File: config.mk
export PLATFORM = sky130hd
export DESIGN_NAME = utmi_tx_buffer
export DESIGN_NICKNAME = d
export VERILOG_FILES = /design/src/rtl/utmi_tx_buffer.sv
export SDC_FILE = /design/constraint.sdc
export NUM_CORES = 1
export LEC_CHECK = 0
export ABC_AREA = 1
export BUFFER_PORTS_ARGS = -buffer_cell sky130_fd_sc_hd__buf_4
export CORE_AREA = 3 3 134 136
export DETAILED_ROUTE_END_ITERATION = 6
export DIE_AREA = 0 0 137 139
export GPL_TIMING_DRIVEN = 0
export PLACE_DENSITY = 0.66
export SYNTH_ARGS = -nofsm -noshare
export SYNTH_HDL_FRONTEND = slang
export SYNTH_SLANG_ARGS = --single-unit
File: constraint.sdc
create_clock -name phy_clk_pad_i -period 2.4 [get_ports phy_clk_pad_i]
set_input_delay 0 -clock phy_clk_pad_i [delete_from_list [all_inputs] [get_ports phy_clk_pad_i]]
set_output_delay 0 -clock phy_clk_pad_i [all_outputs]
set_load 0.01 [all_outputs]
File: src/rtl/utmi_tx_buffer.sv
// UTMI transmit buffer: FIFO-backed word stream to PHY DataOut/TxValid, one register stage in each direction.
// Upstream is stalled only by a full FIFO; the PHY paces output with TxReady; an underrun aborts and flushes the packet.
module utmi_tx_buffer #(
  parameter int DW          = 8,
  parameter int DEPTH       = 16,
  parameter int START_LEVEL = 4,
  parameter int IPG         = 2
) (
  input  logic                     phy_clk_pad_i,
  input  logic                     phy_rst_i,
  input  logic                     wr_valid_i,
  output logic                     wr_ready_o,
  input  logic [DW-1:0]            wr_data_i,
  input  logic                     wr_last_i,
  input  logic                     wr_hi_i,
  output logic [DW-1:0]            DataOut_pad_o,
  output logic                     TxValid_pad_o,
  output logic                     TxValidH_pad_o,
  input  logic                     TxReady_pad_i,
  output logic                     busy_o,
  output logic                     underrun_o,
  output logic [$clog2(DEPTH):0]   level_o
);

  localparam int PW = $clog2(DEPTH);
  localparam int LW = PW + 1;
  localparam int EW = DW + 2;
  localparam int GW = $clog2(IPG + 1);

  typedef enum logic [1:0] {IDLE, SEND, FLUSH, GAP} state_t;

  state_t          state;
  logic [EW-1:0]   mem [DEPTH];
  logic [PW-1:0]   wrPtr, rdPtr;
  logic [LW-1:0]   count, pktCnt;
  logic [GW-1:0]   gapCnt;
  logic [EW-1:0]   head, wrEntry;
  logic            full, empty, wrEn, popEn, headLast, headHi, wrHiEff, outLast;

  assign full       = (count == LW'(DEPTH));
  assign empty      = (count == '0);
  assign wr_ready_o = !full && !phy_rst_i;
  assign wrEn       = wr_valid_i && wr_ready_o;
  // Non-last words always carry both bytes in 16-bit mode.
  assign wrHiEff    = (DW == 16) ? (wr_hi_i || !wr_last_i) : 1'b0;
  assign wrEntry    = {wrHiEff, wr_last_i, wr_data_i};
  assign head       = mem[rdPtr];
  assign headLast   = head[DW];
  assign headHi     = head[DW+1];
  assign busy_o     = (state != IDLE);
  assign level_o    = count;

  always_comb begin
    popEn = 1'b0;
    case (state)
      IDLE:    popEn = (count >= LW'(START_LEVEL)) || (pktCnt != '0);
      SEND:    popEn = TxReady_pad_i && !outLast && !empty;
      FLUSH:   popEn = !empty;
      default: popEn = 1'b0;
    endcase
  end

  always_ff @(posedge phy_clk_pad_i) begin
    if (wrEn) mem[wrPtr] <= wrEntry;
  end

  always_ff @(posedge phy_clk_pad_i) begin
    if (phy_rst_i) begin
      state          <= IDLE;
      wrPtr          <= '0;
      rdPtr          <= '0;
      count          <= '0;
      pktCnt         <= '0;
      gapCnt         <= '0;
      DataOut_pad_o  <= '0;
      outLast        <= 1'b0;
      TxValid_pad_o  <= 1'b0;
      TxValidH_pad_o <= 1'b0;
      underrun_o     <= 1'b0;
    end else begin
      underrun_o <= 1'b0;
      if (wrEn)  wrPtr <= wrPtr + PW'(1);
      if (popEn) rdPtr <= rdPtr + PW'(1);
      count  <= count + LW'(wrEn) - LW'(popEn);
      pktCnt <= pktCnt + LW'(wrEn && wr_last_i) - LW'(popEn && headLast);

      // Loads in IDLE and SEND go to the PHY; FLUSH pops are discarded.
      if (popEn && state != FLUSH) begin
        DataOut_pad_o  <= head[DW-1:0];
        outLast        <= headLast;
        TxValid_pad_o  <= 1'b1;
        TxValidH_pad_o <= (DW == 16) ? (!headLast || headHi) : 1'b0;
      end

      case (state)
        IDLE: if (popEn) state <= SEND;
        SEND: begin
          if (TxReady_pad_i) begin
            if (outLast) begin
              TxValid_pad_o  <= 1'b0;
              TxValidH_pad_o <= 1'b0;
              gapCnt         <= GW'(IPG);
              state          <= GAP;
            end else if (empty) begin
              TxValid_pad_o  <= 1'b0;
              TxValidH_pad_o <= 1'b0;
              underrun_o     <= 1'b1;
              state          <= FLUSH;
            end
          end
        end
        FLUSH: begin
          if (!empty && headLast) begin
            gapCnt <= GW'(IPG);
            state  <= GAP;
          end
        end
        GAP: begin
          gapCnt <= gapCnt - GW'(1);
          if (gapCnt <= GW'(1)) state <= IDLE;
        end
        default: state <= IDLE;
      endcase
    end
  end

endmodule

==> flow_summary.yaml <==
global_routing:
  grt_usage: 0.212
  grt_antenna_before_repair: 0
  grt_pass1_wl_um: 30300
  grt_overflow_total: 0
  grt_max_degree: 19
  first_global_vias: 5522
clock_network:
  cts_max_level: 4
  cts_tree: "built"
  clock_latency_ns: 0.43
  cts_buffer_depth: 2
  clkSinkCount: 182
  numCtsBuffers: 17
  clkTransAtPathRegs_ns: 0.07
  root_buffer: "clkbuf_16"
synth:
  synth_nets: 735
  synth_area_leaders: "edfxtp_1 56%, dfxtp_1 9.8%, nor2_1 5.7%"
  synth-simple-area-share: 0.130
  yosysWarnings: 0
  synthTopCellsByCount: "144 x edfxtp_1, 118 x nor2_1, 78 x nand2_1"
  syn_area_um2: 7730
  synth-xor-area-share: 0.00226
  async_flop_share: 0
  synth_adder_area_share: 0.0456
  synth_top_family_by_area: "simple AND/OR/NAND/NOR gates"
  ys_seq_area_frac: 0.657
  post-synth-top-count-cell: "edfxtp_1"
  synth_compound_area_frac: 0.113
  synth_top_area_cell: "edfxtp_1"
  synth_flop_cell: "edfxtp_1"
  synth_top_area_frac: 0.559
  synth_cell_types: 39
  synth_cells: 694
  synth_edf_count: 144
  syn_avg_cell_area_um2: 11.1
  synth-seq-cells: 182
  synthMuxAreaShare: 0
routing:
  vias: 5577
  dr.first_iter.drc_count: 598
  highest_layer: "met4"
  drt-met1-wl_um: 8080
  via_per_inst: 5.49
  wl_met2_um: 9590
  drtPass1Iterations: 5
  ant_nets: 0
  drt-wirelength-per-cell_um: 19.3
  post-route-drc-count: 0
  wl_met3_um: 1440
  routed_wl_um: 19600
cells_and_area:
  stdcell_area_um2: 9540
  drive_above_1_share: 0.251
  post-route-util: 0.559
  nNetsFinal: 818
  antennaDiodeCount: 0
  area_growth_pct: 23.3
  layout.cells.non_filler: 1015
floorplanning:
  num_rows: 48
  fp.dieH_um: 139
  start_util: 0.453
  ioPinCount: 32
  die-area_um2: 19000
  die_x_um: 137
  core_um2: 17100
placed_design:
  port_buffers: 30
  placed_cells: 949
  place_hpwl_um: 12300
  gp_congestion: 0.871
  postPlaceCellArea_um2: 8350
  dpl_worst_slack_ns: -0.372
worst_setup_path:
  cp_data_required_time_ns: 2.71
  end_kind: "register"
  worstPathMaxFanout: 3
  arrival_ns: 2.77
  setup.worst_path.start_class: "register"
  worst-setup-path-type: "register to register"
job:
  maxCapViolCount: 0
sta:
  period_needed_ns: 2.46
  relSlewSlack: 0.283
  rsz0062_at_grt: "yes"
  tightest_slew_ns: 1.07
  finalSetupTns_ns: -0.141
  fmax_mhz: 406
  setup_viol: 3
  finalHoldViolations: 0
  skew_ns: 0.0127
  fin_ws_ns: -0.0630
  period_share: 1.03
  finalMaxSlewViolations: 0
pwr:
  leakagePower_nw: 3.49
  peakVddDrop_uv: 700
  powerDensity_nw_per_um2: 1190
run_status:
  status: "finished with violations"
  violations: "negative setup slack"
hold_path:
  hold_path.class: "input port to register"
[worst paths after layout]
check                 start        endpoint  slack (ns)  cells after the start
min            wr_data_i[3]       mem[5][3]        0.44                      2
min reg2reg  TxValidH_pad_o  TxValidH_pad_o        0.47                      2
max reg2reg        state[1]      level_o[4]       -0.06                     15
max                state[1]      level_o[4]       -0.06                     15
[worst max-delay path: stages, from the launching register on]
cell      delay, ns
dfxtp_4        0.36
buf_4          0.15
ha_4           0.18
o21ai_2        0.14
nand2_2        0.08
nand2_4        0.10
inv_4          0.05
ha_4           0.24
inv_4          0.05
ha_4           0.12
inv_2          0.04
fa_2           0.39
nor3_4         0.20
a211oi_2       0.07
o21ai_1        0.13
a21oi_1        0.05
[area by class of cell]
class,count,area (µm²)
Fill cell,1407,7520
Sequential cell,182,5100
Multi-Input combinational cell,425,2550
Timing Repair Buffer,64,528
Clock buffer,17,425
Tap cell,225,282
Inverter,57,239
Clock inverter,15,215
Buffer,30,193
[where the power goes]
part	switching (mW)	leakage (nW)	internal, mW
clock network	1.27	0.306	1.69
logic	2.74	1.57	1.84
registers	0.194	1.61	3.66
[through the flow]
step	total power, mW	hold WS, ns
2_1_floorplan	6.45	0.0274
3_3_place_gp	7.50	0.276
3_5_place_dp	7.63	0.280
4_1_cts	10.9	0.416
5_1_grt	12.0	0.449
6_report	11.4	0.435
[routing by layer]
| layer | vias up | global-route usage |
|---|---|---|
| met2 | 207 | 0.340 |
| met1 | 2744 | 0.289 |
| li1 | 2592 | - |
| met3 | 34 | 0.0388 |
| met4 | 0 | 0.0762 |
| met5 | - | 0 |
[what timing repair did]
action / in CTS / in global routing
hold endpoints to repair: 152 / 0
cloned: 0 / 0
pin swaps: 21 / 22
gates resized for setup: 31 / 44
hold buffers: 13 / 0
setup endpoints to repair: 4 / 67
setup buffers: 13 / 8
[cell families (layout without fill, tap and decap cells)]
logic type / after synthesis / count (layout)
compound gates: 158 / 158
simple gates: 238 / 238
fa+ha+maj: 27 / 27
buf+inv: 87 / 183
xor+xnor: 2 / 2
flops: 182 / 182
[flip-flops by register name, indices dropped and copies added (netlist names), named ones only]
signal / cells
DataOut_pad_o: 8
gapCnt: 2
TxValid_pad_o: 1
wrPtr: 4
outLast: 1
underrun_o: 1
TxValidH_pad_o: 1
rdPtr: 4
pktCnt: 5
mem: 144
state: 2
level_o: 5
[cells in the final DEF (no fill, tap or decap), types with 19 or more instances in the layout]
master | synthesis | layout
o21ai_0 | 64 | 60
nor2_1 | 118 | 102
nor2_2 | 5 | 20
nand2_1 | 78 | 71
edfxtp_1 | 144 | 144
inv_1 | 47 | 36
dfxtp_1 | 38 | 29
o21ai_1 | 32 | 32
o22ai_1 | 19 | 19
buf_4 | 7 | 55
a21oi_1 | 23 | 21
Note: power is estimated with default switching activity, not from simulation.
